`src/rtl/sopc_cpu_oci_trace_capture.sv`:
```
// ============================================================================
// Module : sopc_cpu_oci_trace_capture
// Desc   : Captures debug-core trace frames into a FIFO read through a
//          valid/ready port; drains at end of test and flags completion.
// Rev    : 1.0  initial release
// ============================================================================
`default_nettype none

module sopc_cpu_oci_trace_capture #(
    parameter int FRAME_W   = 30,
    parameter int COUNT_W   = 4,
    parameter int DEPTH     = 16,
    parameter int AW        = 4,
    parameter int WRAP_MODE = 0,
    parameter int OVF_W     = 16
) (
    input  logic               clk,
    input  logic               reset_n,
    input  logic               capture_en,
    input  logic               dct_valid,
    input  logic [FRAME_W-1:0] dct_buffer,
    input  logic [COUNT_W-1:0] dct_count,
    input  logic               test_ending,
    output logic               out_valid,
    input  logic               out_ready,
    output logic [FRAME_W-1:0] out_frame,
    output logic [COUNT_W-1:0] out_count,
    output logic [AW:0]        level,
    output logic [OVF_W-1:0]   overflow_cnt,
    output logic               test_has_ended
);

    localparam logic [1:0]       c_st_capture = 2'd0;
    localparam logic [1:0]       c_st_drain   = 2'd1;
    localparam logic [1:0]       c_st_ended   = 2'd2;
    localparam int               c_entry_w    = FRAME_W + COUNT_W;
    localparam logic [AW:0]      c_depth      = (AW+1)'(DEPTH);
    localparam logic [AW:0]      c_lvl_one    = {{AW{1'b0}}, 1'b1};
    localparam logic [AW-1:0]    c_ptr_one    = {{(AW-1){1'b0}}, 1'b1};
    localparam logic [OVF_W-1:0] c_ovf_one    = {{(OVF_W-1){1'b0}}, 1'b1};

    logic [1:0]           r_state;
    logic [1:0]           w_state_next;
    logic [AW-1:0]        r_wptr;
    logic [AW-1:0]        r_rptr;
    logic [AW:0]          r_level;
    logic [AW:0]          w_level_next;
    logic [OVF_W-1:0]     r_ovf;
    logic [c_entry_w-1:0] r_mem [DEPTH];
    logic [c_entry_w-1:0] w_head;

    logic w_capture;
    logic w_push;
    logic w_pop;
    logic w_full;
    logic w_wrap;
    logic w_write;
    logic w_ovf_inc;
    logic w_rd_adv;

    generate
        if (WRAP_MODE != 0) begin : g_wrap_overwrite
            assign w_wrap = 1'b1;
        end else begin : g_wrap_drop
            assign w_wrap = 1'b0;
        end
    endgenerate

    assign w_push    = w_capture & capture_en & dct_valid & (dct_count != '0);
    assign out_valid = (r_level != '0);
    assign w_pop     = out_valid & out_ready;
    assign w_full    = (r_level == c_depth);

    // When full and not popping, the frame is either dropped or overwrites the oldest.
    assign w_write   = w_push & (~w_full | w_pop | w_wrap);
    assign w_ovf_inc = w_push & w_full & ~w_pop;
    assign w_rd_adv  = w_pop | (w_ovf_inc & w_wrap);

    always_comb begin
        w_level_next = r_level;
        if (w_write && !w_rd_adv) begin
            w_level_next = r_level + c_lvl_one;
        end else if (!w_write && w_rd_adv) begin
            w_level_next = r_level - c_lvl_one;
        end
    end

    always_ff @(posedge clk or negedge reset_n) begin
        if (!reset_n) begin
            r_state <= c_st_capture;
        end else begin
            r_state <= w_state_next;
        end
    end

    always_comb begin
        w_state_next = r_state;
        case (r_state)
            c_st_capture: if (test_ending) w_state_next = c_st_drain;
            c_st_drain:   if (w_level_next == '0) w_state_next = c_st_ended;
            c_st_ended:   w_state_next = c_st_ended;
            default:      w_state_next = c_st_capture;
        endcase
    end

    always_comb begin
        w_capture      = (r_state == c_st_capture);
        test_has_ended = (r_state == c_st_ended);
    end

    always_ff @(posedge clk or negedge reset_n) begin
        if (!reset_n) begin
            r_wptr  <= '0;
            r_rptr  <= '0;
            r_level <= '0;
            r_ovf   <= '0;
        end else begin
            r_level <= w_level_next;
            if (w_write) begin
                r_wptr <= r_wptr + c_ptr_one;
            end
            if (w_rd_adv) begin
                r_rptr <= r_rptr + c_ptr_one;
            end
            if (w_ovf_inc && (r_ovf != '1)) begin
                r_ovf <= r_ovf + c_ovf_one;
            end
        end
    end

    always_ff @(posedge clk) begin
        if (w_write) begin
            r_mem[r_wptr] <= {dct_buffer, dct_count};
        end
    end

    // Storage is not reset, so the head is masked to zero while empty.
    assign w_head       = r_mem[r_rptr];
    assign out_frame    = out_valid ? w_head[c_entry_w-1:COUNT_W] : '0;
    assign out_count    = out_valid ? w_head[COUNT_W-1:0] : '0;
    assign level        = r_level;
    assign overflow_cnt = r_ovf;

endmodule

`default_nettype wire

```
`config.mk`:
```
export PLATFORM = sky130hd
export DESIGN_NAME = sopc_cpu_oci_trace_capture
export DESIGN_NICKNAME = d
export VERILOG_FILES = /design/src/rtl/sopc_cpu_oci_trace_capture.sv
export SDC_FILE = /design/constraint.sdc
export NUM_CORES = 1
export LEC_CHECK = 0
export CORE_AREA = 2 2 217 219
export CTS_BUF_LIST = sky130_fd_sc_hd__clkbuf_8 sky130_fd_sc_hd__clkbuf_16
export DETAILED_ROUTE_END_ITERATION = 16
export DIE_AREA = 0 0 219 221
export PLACE_DENSITY = 0.76
export SYNTH_ARGS = -nofsm -noshare
export SYNTH_HDL_FRONTEND = slang
export SYNTH_SLANG_ARGS = --single-unit
```
`constraint.sdc`:
```
create_clock -name clk -period 3.95 [get_ports clk]
set_input_delay 0.79 -clock clk [delete_from_list [all_inputs] [get_ports clk]]
set_output_delay 0.79 -clock clk [all_outputs]
set_load 0.02 [all_outputs]
```
### Yosys cells after proc, flatten, opt, wreduce, memory -nomap -nowiden

Memory sizes are Yosys's and may differ from the RTL's.
Cells that the tools add are included.

* output and inout bits: 57
* RAM bits: 544
* memories kept: 1
* logic and storage cells: 46
* bits in registers: 31
* bits of input ports: 40

Memories
* r_mem: depth 16, bits a word 34, rd ports 1, clocked after Yosys merged registers in 0, wr ports 1, RTL line 49 `logic [c_entry_w-1:0] r_mem [DEPTH];`

* muxes and demuxes: 9
* bitwise operators: 10
* add/subtract/negate cells: 5
* eq/ne operators: 6
* reduce and logical (&&, ||, !) cells: 10

Operator list (count)
* two-way mux 30 bit: 1
* adder 16 x 1 -> 16 bit (second input constant): 1
* inequality test 16 bit (second input constant): 1
* two-way mux 5 bit: 2
* adder 4 x 1 -> 4 bit (second input constant): 2
* AND 1 bit: 7
* one-hot mux 2 bit (3 select lines): 1
* adder 5 x 1 -> 5 bit (second input constant): 1
* equality test 5 bit (second input constant): 1
* logical NOT 5 bit: 1
* nonzero test 5 bit: 1
* subtractor 5 x 1 -> 5 bit (second input constant): 1
* two-way mux 2 bit: 2
* two-way mux 4 bit: 1
* inequality test 2 bit (second input constant): 2
* nonzero test 4 bit: 1
* logical AND 1 bit: 3
* equality test 2 x 1 -> 1 bit (second input constant): 1
* equality test 2 bit (second input constant): 1
* logical NOT 1 bit: 2
* logical NOT 2 bit: 1
* two-way mux 1 bit: 2
* inverter 1 bit: 2
* AND reduction 2 bit: 1
* bitwise OR 1 bit: 1

### Longest topological paths before layout

Gate-level depths: netlist of the first run.

* word-level depth: 12
* depth in mapped cells: 9
* gate-level depth less buffers: 9

### Worst setup path after synthesis of the first run

No wires, ideal clock.

* path kind: register to register
* start: register r_level[0] (netlist: level[0])
* end: memory r_mem[7][0] in the netlist's numbering (enable)
* buffers on the path: 1
* arrival time: 4.039 ns
* period minus slack after synthesis: 4.507 ns
* stages on the path, launching flop included: 8
* required time: 3.482 ns
* library setup time: 0.468 ns
* setup slack: -0.557 ns
* cells stage by stage: dfrtp_1 > inv_1 > ha_1 > nor3b_1 > a211oi_1 > clkbuf_1 > nand2_1 > nor3_1

* cells in the longest elaborated chain, start to end: 6
* elaborated cells between the ends (all ways): 8
* those cells by class: 1 x eq/ne; 2 x mux; 4 x bitwise; 1 x reduce/logical

RTL lines
* from (decl): RTL line 46 `logic [AW:0] r_level;`
* from (signal assigned): RTL line 118 `r_level <= w_level_next;`
* nonzero test 5 bit or equality test 5 bit (tied branches): RTL line 70, 72
* AND 1 bit or inverter 1 bit (tied branches): RTL line 71, 75
* bitwise OR 1 bit *: RTL line 75 `assign w_write = w_push & (~w_full | w_pop | w_wrap);`
* AND 1 bit *: RTL line 75
* two-way mux 1 bit *: RTL line 132 `if (w_write) begin`
* two-way mux 1 bit (not written as such) *: RTL line 133 `r_mem[r_wptr] <= {dct_buffer, dct_count};`
* to (decl): RTL line 49

Mark *: on every way between the ends. The rest lies on a longest branch, timed or not.

### Worst setup path after layout of the first run

* start: register r_rptr[0]
* end: output out_frame[4]

* cells in the longest elaborated chain, start to end: 2

RTL lines
* from (decl): RTL line 45 `logic [AW-1:0] r_rptr;`
* from (signal assigned): RTL line 123 `r_rptr <= r_rptr + c_ptr_one;`
* memory read (16 x 34 bit)
* two-way mux 30 bit: RTL line 139 `assign out_frame = out_valid ? w_head[c_entry_w-1:COUNT_W] : '0;`
* to (decl): RTL line 26 `output logic [FRAME_W-1:0] out_frame,`

Every way passes these cells.

==> results of run 1 <==
per-layer routing:
metal	GRT usage (%)	routed length (um)	up-vias	part of all wire [%]
li1	-	-	4438	-
met1	27.75	18940	5662	40
met2	32.71	23690	457	50
met3	4.247	3448	84	7.3
met4	5.144	983	6	2.1
met5	0	39	-	0.083
cell usage in the layout (no fill, tap or decap), types with 17 or more instances in the layout:
cell type        instances
inv_1                   19
nand2_1                 17
dfrtp_1                 27
clkdlybuf4s50_1         65
buf_4                   35
and2_1                  36
buf_12                  26
dlygate4sd2_1           31
mux4_2                 170
xnor2_1                 22
clkbuf_16               56
edfxtp_1               544
area by class of cell:
type / instances / share of cell area, %
Antenna cell: 1 / 0.009402
Clock buffer: 56 / 5.265
Clock inverter: 48 / 1.674
Inverter: 12 / 0.1786
Multi-Input combinational cell: 340 / 19.07
Sequential cell: 575 / 64.33
Tap cell: 607 / 2.854
Timing Repair Buffer: 159 / 6.615
worst max path at each step:
stage | start | end | slack (ps)
after global placement | dct_count[0] | r_state[1]$_DFFE_PN0P_ | 410
after detailed placement | dct_count[0] | r_state[1]$_DFFE_PN0P_ | 360
after CTS | level[0]$_DFF_PN0_ | out_frame[4] | 40
final | r_rptr[0]$_DFFE_PN0N_ | out_frame[4] | 100
after floorplan | level[0]$_DFF_PN0_ | r_mem[7][0]$_DFFE_PP_ | -560
after global routing | r_rptr[0]$_DFFE_PN0N_ | out_frame[4] | 5
through the flow:
stage                     hold WS, ps  TNS (ps)
after floorplan                 491.0    -75710
after global placement          477.1         0
after detailed placement        480.7         0
after CTS                       495.8         0
after global routing            524.5         0
final                           497.7         0
registers in the layout, indices dropped and copies added (netlist names):
register / flops
overflow_cnt: 16
r_wptr: 4
level: 5
r_mem: 544
r_rptr: 4
r_state: 2
power by group through the flow:
stage	Combinational [mW]	Sequential [mW]	Clock (mW)
after floorplan	3.69	7.10	0
after global placement	5.72	7.15	0
after detailed placement	5.75	7.16	0
after CTS	5.60	7.02	5.40
after global routing	5.89	7.04	5.62
final	5.51	7.03	5.30
worst max-delay path, cell delays in order, from the launching register on:
cell	delay (ps)
dfrtp_4	470
buf_12	210
mux4_2	540
mux4_2	520
and2_1	180
clkdlybuf4s50_1	530
timing repair:
item | in CTS | in global routing
setup endpoints to repair | 34 | 3
resized for setup | 34 | 1
setup buffers | 4 | 0
endpoints found under the hold margin | 0 | 0
kinds of logic after synthesis:
kind of cell | count (synthesis) | synth area share [%]
flops | 575 | 76.56
mux | 176 | 17.42
simple gates | 114 | 2.922
buf+inv | 57 | 1.036
xor+xnor | 24 | 0.9405
compound gates | 14 | 0.4479
fa+ha+maj | 12 | 0.6718
==> metrics.md, run 1 <==
| Metric | Value |
|---|---|
| Switch Pwr | `5.049 mW` |
| Hold WC Path Type | `reg -> reg` |
| Mapped cell area | `22350 um^2` |
| Yosys Warn Count | `0` |
| Hold worst-path end | `overflow_cnt[14]$_DFFE_PN0P_` |
| Number of synthesized flops with an enable pin | `544` |
| RePlAce Congestion | `0.7246` |
| Comb power frac | `30.9%` |
| Placed cell area | `24750 um^2` |
| Syn_nets | `1024` |
| Reg-to-reg slack, setup | `950 ps` |
| R2r startpoint | `level[0]$_DFF_PN0_` |
| Synth top area cells | `edfxtp_1 (73%), mux4_2 (17%), dfrtp_1 (3.5%)` |
| Tcrit/Tclk final | `97.39%` |
| Sequential power share | `39.4%` |
| FF/Latch Area | `17120 um^2` |
| Non-filler cells, final | `1798` |
| Num rows | `79` |
| # placed instances | `1689` |
| Clock skew | `15.87 ps` |
| Critical Path RT | `3160 ps` |
| R2R cell count | `9` |
| Reg-to-reg endpoint | `r_state[1]$_DFFE_PN0P_` |
| Clock Tree Buf Depth | `3` |
| # DRC | `0` |
| Worst slew margin | `35.40%` |
| Vias in the first global route | `11025` |
| Power Density | `670.5 nW/um^2` |
| Die Y-Extent | `221 um` |
| Routed WL | `47100 um` |
| Tot GR Track Use | `20.02%` |
| #FFs+latches synth | `575` |
| First-pass GRT wire length | `71020 um` |
| Register area share after synthesis | `76.56%` |
| Share of the synthesized area in the top cell type | `73.09%` |
| 1st-pass router iterations | `5` |
| Biggest area consumer among synthesized cells | `edfxtp_1` |
| Min Tclk post-route | `3847 ps` |
| CTS hold repair buffers | `0` |
| IO Port Bufs | `96` |
| Syn avg cell area | `22.99 um^2` |
| Setup ws final | `103.0 ps` |
| Ports | `97` |
| Critical setup path kind | `reg -> out` |
| Status | `finished clean` |
| CTS tree | `done` |
| Static leakage | `8.642 nW` |
| Internal Power | `12.79 mW` |
| Post-synthesis cell type count | `41` |
| Routed via count | `10647` |
| Worst slew pin tran | `966.0 ps` |
| Highest clock rate | `0.2599 GHz` |
| Worst setup SP type | `register` |
| Place WS | `358.3 ps` |
| Worst-skew pair later-pin latency | `610 ps` |
| H-tree depth | `2` |
| Net Sw Frac | `28.30%` |
| Hold Path Stages | `1` |
| Main synth FF type | `edfxtp_1` |
| Top post-synthesis cells by count | `edfxtp_1 (544), mux4_2 (170), and2_1 (44)` |
| # setup viols final | `0` |
| Post-DP HPWL | `26330 um` |
| Root buffer selected by CTS | `clkbuf_16` |
| DR iter-0 viols | `907` |
| GR Overflow Total | `0` |
| Initial antenna violation count | `4` |
| Share of cells above drive strength 1 | `28.57%` |
| Peak supply drop | `0.4179 mV` |
| Clock sink count | `575` |
| FILL cells | `3251` |
| Most common cell in the netlist | `edfxtp_1` |
| Via/cell ratio | `5.922` |
| Post-route cell area | `26610 um^2` |
| Tot Pwr | `17.84 mW` |
| Crit path arrival time | `3060 ps` |
| CP Capture Type | `output pin` |
| RSZ-0062 raised after global routing | `false` |
| Full die area | `48400 um^2` |
| Hold Path Origin | `overflow_cnt[14]$_DFFE_PN0P_` |
| Largest net degree at the start of global routing | `59` |
| Clock Power Share | `29.7%` |
| Multi-input gate area | `5076 um^2` |
| Core area | `46060 um^2` |
| Nets | `1196` |
| TritonCTS Buffers | `56` |
| Final Hold Fails | `0` |
| Core Util, Final | `57.78%` |
| Crit path max fanout | `17` |
| Routed WL per cell | `26.20 um` |
| Area added between synthesis and finish | `19.08%` |
| Post-route ant nets | `0` |
| Worst-path clk slew | `60 ps` |
| Chip Width | `219 um` |
| Cells after Synth | `972` |
| Final Max Tran Viols | `0` |
| Starting Density | `48.52%` |
| Max-cap violations | `0` |
| Async S/R FF share, synth | `5.391%` |
Note: power is estimated with default switching activity, not from simulation.
==> run 2, diff against run 1 <==
--- a/config.mk
+++ b/config.mk
@@ -5,11 +5,11 @@
 export SDC_FILE = /design/constraint.sdc
 export NUM_CORES = 1
 export LEC_CHECK = 0
-export CORE_AREA = 2 2 217 219
+export CORE_AREA = 2 2 207 209
 export CTS_BUF_LIST = sky130_fd_sc_hd__clkbuf_8 sky130_fd_sc_hd__clkbuf_16
 export DETAILED_ROUTE_END_ITERATION = 16
-export DIE_AREA = 0 0 219 221
-export PLACE_DENSITY = 0.76
+export DIE_AREA = 0 0 209 211
+export PLACE_DENSITY = 0.81
 export SYNTH_ARGS = -nofsm -noshare
 export SYNTH_HDL_FRONTEND = slang
 export SYNTH_SLANG_ARGS = --single-unit
==> run 2 against run 1 <==
Against the previous run:
- wire length up 18%
- first-iteration DRC count up 79%
- total power up 0.77%
- global-route usage up 5.2 points
- via count up 5.9%
- sequential share of layout area up 0.46 points
- combinational power up 5.6%
- register-to-register slack worse by 60 ps
- clock skew up 2.9 ps
- utilization up 5.5 points
- die area down 8.9%
==> metrics.md, run 2 (synthesized netlist as in run 1, its figures left out) <==
| Metric | Value |
|---|---|
| Status | `finished clean` |
| Initial antenna violation count | `3 (-1)` |
| Non-filler cells, final | `1721 (-4.3%)` |
| Share of cells above drive strength 1 | `27.86% (-0.71 points)` |
| Final Hold Fails | `0 (unchanged)` |
| H-tree depth | `2 (unchanged)` |
| Vias in the first global route | `11662 (+5.8%)` |
| Leading cell type in the layout, fill and taps excluded | `edfxtp_1` |
| RSZ-0062 raised after global routing | `true` |
| Multi-input gate area | `5076 um^2 (unchanged)` |
| 1st-pass router iterations | `5 (unchanged)` |
| Ports | `97 (unchanged)` |
| Max-cap violations | `0 (unchanged)` |
| # placed instances | `1613 (-4.5%)` |
| Clock skew | `18.75 ps (+2.877 ps)` |
| Critical Path RT | `3160 ps (about the same)` |
| Worst-skew pair later-pin latency | `600 ps (about the same)` |
| Worst slew pin tran | `681.2 ps (-284.8 ps)` |
| Post-route cell area | `26420 um^2 (-0.71%)` |
| CP peak stage delay | `570 ps (+30 ps)` |
| Critical setup path kind | `reg -> out` |
| IO Port Bufs | `96 (unchanged)` |
| Worst slew margin | `54.38% (+19 points)` |
| Root buffer selected by CTS | `clkbuf_16` |
| Crit path max-delay cell type | `mux4_2` |
| Crit path max fanout | `19 (+2)` |
| Area added between synthesis and finish | `18.23%` |
| Core area | `41760 um^2 (-9.3%)` |
| Nets | `1191 (-0.42%)` |
| DR iter-0 viols | `1627 (+79%)` |
| Via/cell ratio | `6.554 (+11%)` |
| Reg-to-reg slack, setup | `890 ps (-60 ps)` |
| Clock sink count | `575 (unchanged)` |
| Place WS | `307.6 ps (-50.69 ps)` |
| Highest clock rate | `0.2539 GHz (-2.3%)` |
| Tcrit/Tclk final | `99.71% (+2.3 points)` |
| RePlAce Congestion | `0.7779 (+7.4%)` |
| Routed WL per cell | `32.31 um (+23%)` |
| R2r startpoint | `level[1]$_DFF_PN0_` |
| FILL cells | `2578 (-21%)` |
| Largest register by flop count | `r_mem` |
| CP Capture Type | `output pin` |
| Worst-path clk slew | `60 ps (about the same)` |
| CTS hold repair buffers | `0 (unchanged)` |
| Setup ws final | `11.58 ps (-91.39 ps)` |
| CTS tree | `done` |
| Largest net degree at the start of global routing | `38 (-36%)` |
| Hold Path Origin | `overflow_cnt[10]$_DFFE_PN0P_` |
| Static leakage | `8.616 nW (-0.29%)` |
| Num rows | `75 (-5.1%)` |
| # setup viols final | `0 (unchanged)` |
| Clock Tree Buf Depth | `3 (unchanged)` |
| Max reg flops | `544 (unchanged)` |
| Leading cell types in the layout, fill and taps excluded | `edfxtp_1 (544), mux4_2 (170), clkdlybuf4s50_1 (63)` |
| Tot GR Track Use | `25.26% (+5.2 points)` |
| Hold WC Path Type | `reg -> reg` |
| Tot Pwr | `17.98 mW (+0.77%)` |
| Worst setup SP type | `register` |
| Power Density | `680.5 nW/um^2 (+1.5%)` |
| Full die area | `44100 um^2 (-8.9%)` |
| Crit path cell chain | `buf_12, bufbuf_16, mux4_2, mux4_2, and2_1, dlygate4sd2_1` |
| Crit path arrival time | `3150 ps (+90 ps)` |
| Post-DP HPWL | `26660 um (+1.2%)` |
| Die Y-Extent | `211 um (-4.5%)` |
| Hold_ws | `494.8 ps (-2.835 ps)` |
| FF/Latch Area | `17120 um^2 (unchanged)` |
| Chip Width | `209 um (-4.6%)` |
| Placed cell area | `24490 um^2 (-1.0%)` |
| Peak supply drop | `0.3596 mV (-14%)` |
| Worst path most repeated cell | `mux4_2` |
| Routed via count | `11280 (+5.9%)` |
| Post-route ant nets | `0 (unchanged)` |
| Worst setup path start | `r_rptr[0]$_DFFE_PN0N_` |
| GR Overflow Total | `0 (unchanged)` |
| Min Tclk post-route | `3938 ps (+91.39 ps)` |
| # DRC | `0 (unchanged)` |
| Starting Density | `53.52% (+5.0 points)` |
| Routed WL | `55600 um (+18%)` |
| TritonCTS Buffers | `54 (-3.6%)` |
| Final Max Tran Viols | `0 (unchanged)` |
| First-pass GRT wire length | `79270 um (+12%)` |
[run 2: final cells by class]
| type | count | area share, % |
|---|---|---|
| multi-input combinational | 340 | 19.21 |
| tap | 539 | 2.552 |
| antenna | 1 | 0.009470 |
| clock buffer | 55 | 5.209 |
| timing repair buffer | 156 | 6.828 |
| sequential | 575 | 64.79 |
| clock inverter | 43 | 1.217 |
| inverter | 12 | 0.1799 |
[run 2: metrics by stage]
step / TNS [ps] / util (%)
2_1_floorplan: -75710 / -
3_3_place_gp: 0 / 58.65
6_report: 0 / 63.28
4_1_cts: 0 / 63.18
3_5_place_dp: 0 / 58.65
5_1_grt: -125.4 / 63.27
[run 2: critical path, delay by kind of cell (launching register included)]
| kind | cells | cell delay [ps] |
|---|---|---|
| buffers and inverters | 3 | 850 |
| flip-flops | 1 | 430 |
| multiplexers | 2 | 1100 |
| AND/OR/NAND/NOR | 1 | 170 |
[run 2: path summary, 6_finish.rpt]
kind,endpoint,depth (start not counted)
worst max-delay path,out_frame[16],6
worst min-delay path,overflow_cnt[10]$_DFFE_PN0P_,1
worst max register to register,r_state[1]$_DFFE_PN0P_,9
worst min register to register,overflow_cnt[10]$_DFFE_PN0P_,1
max in group asynchronous,overflow_cnt[3]$_DFFE_PN0P_,2
min in group asynchronous,r_wptr[2]$_DFFE_PN0P_,1
[run 2: per-layer routing]
metal,global-route usage [%],vias up,wire [um]
li1,-,4423,-
met1,33.30,5935,20060
met2,42.40,795,28700
met3,4.877,123,5137
met4,9.631,4,1671
met5,0,-,28
[run 2: repair_timing]
item                                    in CTS  in global routing
endpoints found under the setup margin      34                  4
resized for setup                           39                  3
cloned                                       5                  1
setup buffers                                3                  0
[run 2: report_power, final]
| part | switching [mW] | internal (mW) |
|---|---|---|
| logic | 2.86 | 2.95 |
| registers | 0.223 | 6.87 |
| clock network | 2.28 | 2.79 |
==> run 3, diff against run 2 <==
--- a/config.mk
+++ b/config.mk
@@ -5,11 +5,12 @@
 export SDC_FILE = /design/constraint.sdc
 export NUM_CORES = 1
 export LEC_CHECK = 0
-export CORE_AREA = 2 2 207 209
+export ABC_AREA = 1
+export CORE_AREA = 2 2 209 211
 export CTS_BUF_LIST = sky130_fd_sc_hd__clkbuf_8 sky130_fd_sc_hd__clkbuf_16
 export DETAILED_ROUTE_END_ITERATION = 16
-export DIE_AREA = 0 0 209 211
-export PLACE_DENSITY = 0.81
+export DIE_AREA = 0 0 211 213
+export PLACE_DENSITY = 0.82
 export SYNTH_ARGS = -nofsm -noshare
 export SYNTH_HDL_FRONTEND = slang
 export SYNTH_SLANG_ARGS = --single-unit
==> run 3 against run 2 <==
Against the previous run:
- first-iteration DRC count is 64% higher
- global-route usage is 0.51 points higher
- clock skew is 12 ps higher
- clock-buffer cell count is 3 higher
- die area is 1.9% higher
- flip-flop and latch count stayed put
- worst hold slack worse by 310 ps
- clock power is 1% higher
- worst setup slack better by 20 ps
- wire length is 6.8% higher
- cell count is 40% higher
==> metrics.md, run 3 <==
| Metric | Value |
|---|---|
| CTS tree | `done` |
| Tot GR Track Use | `25.77% (+0.51 points)` |
| Routed WL | `59380 um (+6.8%)` |
| Worst setup SP type | `register` |
| Largest net degree at the start of global routing | `96 (+150%)` |
| Worst slew pin tran | `758.4 ps (+77.26 ps)` |
| Async S/R FF share, synth | `5.391% (unchanged)` |
| Place WS | `484.9 ps (+177.3 ps)` |
| Routed WL per cell | `24.61 um (-24%)` |
| Hold WC Path Type | `in -> async` |
| Largest register by flop count | `r_mem` |
| Max reg flops | `544 (unchanged)` |
| Worst slew margin | `49.28% (-5.1 points)` |
| Num rows | `76 (+1.3%)` |
| IO Port Bufs | `96 (unchanged)` |
| Crit path max-delay cell type | `clkdlybuf4s50_1` |
| Register area share after synthesis | `74.72% (-1.8 points)` |
| Cells after Synth | `1724 (+77%)` |
| RSZ-0062 raised after global routing | `true` |
| Clock skew | `31.17 ps (+12.43 ps)` |
| H-tree depth | `2 (unchanged)` |
| #FFs+latches synth | `575 (unchanged)` |
| Via/cell ratio | `6.465 (-1.4%)` |
| Core area | `42700 um^2 (+2.2%)` |
| # setup viols final | `0 (unchanged)` |
| Max-cap violations | `0 (unchanged)` |
| Share of the synthesized area in the top cell type | `71.34% (-1.8 points)` |
| Initial antenna violation count | `1 (-2)` |
| Leading cell types in the layout, fill and taps excluded | `edfxtp_1 (544), nor2_1 (326), o21ai_0 (259)` |
| First-pass GRT wire length | `87570 um (+10%)` |
| Critical setup path kind | `reg -> out` |
| Area added between synthesis and finish | `17.04%` |
| Post-DP HPWL | `30920 um (+16%)` |
| Ports | `97 (unchanged)` |
| CP peak stage delay | `650 ps (+80 ps)` |
| Static leakage | `8.956 nW (+3.9%)` |
| Worst-path clk slew | `60 ps (about the same)` |
| Worst-skew pair later-pin latency | `620 ps (+20 ps)` |
| Status | `finished clean` |
| Peak supply drop | `0.4412 mV (+23%)` |
| Routed via count | `15601 (+38%)` |
| Most common cell in the netlist | `edfxtp_1` |
| Die Y-Extent | `213 um (+0.95%)` |
| Tot Pwr | `19.40 mW (+7.9%)` |
| Leading cell type in the layout, fill and taps excluded | `edfxtp_1` |
| RePlAce Congestion | `0.8486 (+9.1%)` |
| Top post-synthesis cells by count | `edfxtp_1 (544), nor2_1 (342), o21ai_0 (259)` |
| Final Hold Fails | `0 (unchanged)` |
| Biggest area consumer among synthesized cells | `edfxtp_1` |
| CP Capture Type | `output pin` |
| Share of cells above drive strength 1 | `10.18% (-18 points)` |
| Chip Width | `211 um (+0.96%)` |
| Mapped cell area | `22900 um^2 (+2.5%)` |
| Power Density | `723.8 nW/um^2 (+6.4%)` |
| Starting Density | `53.63% (+0.11 points)` |
| Clock sink count | `575 (unchanged)` |
| Syn avg cell area | `13.28 um^2 (-42%)` |
| Full die area | `44940 um^2 (+1.9%)` |
| Vias in the first global route | `15114 (+30%)` |
| Post-route ant nets | `0 (unchanged)` |
| Min Tclk post-route | `3919 ps (-19.53 ps)` |
| TritonCTS Buffers | `53 (-1.9%)` |
| GR Overflow Total | `0 (unchanged)` |
| # DRC | `0 (unchanged)` |
| Tcrit/Tclk final | `99.21% (-0.49 points)` |
| Crit path arrival time | `3130 ps (-20 ps)` |
| Crit path max fanout | `75 (+56)` |
| Final Max Tran Viols | `0 (unchanged)` |
| Highest clock rate | `0.2552 GHz (+0.50%)` |
| Critical Path RT | `3160 ps (about the same)` |
| Syn_nets | `1776 (+73%)` |
| Crit path cell chain | `buf_16, o21ai_0, o22ai_1, nor2_1, nor2_1, o21ai_1, a21oi_2, clkdlybuf4s50_1` |
| Nets | `1876 (+58%)` |
| Root buffer selected by CTS | `clkbuf_16` |
| Number of synthesized flops with an enable pin | `544 (unchanged)` |
| Main synth FF type | `edfxtp_1` |
| DR iter-0 viols | `2661 (+64%)` |
| Setup ws final | `31.11 ps (+19.53 ps)` |
| Yosys Warn Count | `0 (unchanged)` |
| 1st-pass router iterations | `6 (+1)` |
| Synth top area cells | `edfxtp_1 (71%), o21ai_0 (5.7%), nor2_1 (5.6%)` |
| Clock Tree Buf Depth | `3 (unchanged)` |
| Worst path most repeated cell | `nor2_1` |
| Post-synthesis cell type count | `31 (-24%)` |
==> run 3: changes by cell type in the layout (fill, tap and decap cells not counted), sizes merged, moves of 24 or more <==
cell / delta
and2: -44
o221ai: +97
mux4: -170
o21ai: +296
nand2: +46
nand3: +64
a21oi: +33
nor2: +335
dlygate4sd2: -24
o22ai: +38
==> run 3: final timing paths <==
check	from	end	slack, ps	depth (start not counted)
max in group asynchronous	reset_n	overflow_cnt[1]$_DFFE_PN0P_	3180	2
worst max-delay path	r_rptr[1]$_DFFE_PN0N_	out_frame[8]	30	8
worst min register to register	overflow_cnt[14]$_DFFE_PN0P_	overflow_cnt[14]$_DFFE_PN0P_	500	1
min in group clk	overflow_cnt[14]$_DFFE_PN0P_	overflow_cnt[14]$_DFFE_PN0P_	500	1
worst min-delay path	reset_n	r_wptr[3]$_DFFE_PN0P_	190	1
worst max register to register	r_state[0]$_DFFE_PN0P_	r_mem[3][2]$_DFFE_PP_	1220	11
==> run 3: layout make-up <==
type | count | area [um^2]
fillers | 2846 | 15890
clock inverters | 39 | 361.6
multi-input cells | 999 | 5301
diodes | 1 | 2.502
well taps | 546 | 683.2
clock buffers | 58 | 1395
repair buffers | 161 | 1793
inverters | 34 | 145.1
flip-flops and latches | 575 | 17120
==> run 3: worst max-delay path: cells and delay by family, from the launching register on <==
kind            cells  cell delay [ps]
flops               1              580
compound gates      4              710
buf+inv             2              940
simple gates        2              190
==> run 3: what timing repair did <==
item | CTS | global route
endpoints found under the setup margin | 31 | 27
hold buffers | 0 | 0
cloned | 2 | 2
gates resized for setup | 16 | 25
setup buffers | 1 | 1
==> run 3: kinds of logic (layout without fill, tap and decap cells) <==
family                     Yosys count  after routing  synth area share [%]
AOI/OAI and AO/OA                  470            470                 12.09
xor gates and xnor gates            25             25                0.9562
adders and majority gates           12             12                0.6556
buffers and inverters              150            292                 2.694
DFF                                575            575                 74.72
other                                0              1                     0
and+or+nand+nor                    492            492                 8.879
==> run 3: where the power goes <==
part           switching [mW]  internal (mW)  total [mW]
combinational            4.67           2.47        7.13
clock                    2.26           2.88        5.14
sequential              0.222           6.90        7.12
==> run 3: layer usage <==
| layer | global-route usage [%] | wire, um | vias up |
|---|---|---|---|
| met3 | 5.530 | 6837 | 146 |
| met4 | 9.956 | 1780 | 0 |
| li1 | - | - | 6654 |
| met2 | 42.25 | 28990 | 1174 |
| met1 | 34.02 | 21770 | 7627 |
| met5 | 0 | 0 | - |
==> run 3: stage by stage <==
stage	util [%]	hold WS, ps	TNS (ps)	instances	cell area [um^2]
detailed placement	58.07	494.7	0	2309	24800
finish	62.77	187.7	0	2413	26800
global route	62.77	210.7	-34.44	2413	26800
floorplan	-	466.5	0	1724	22900
global placement	58.07	486.1	0	2309	24800
CTS	62.45	508.7	-57.45	2409	26660
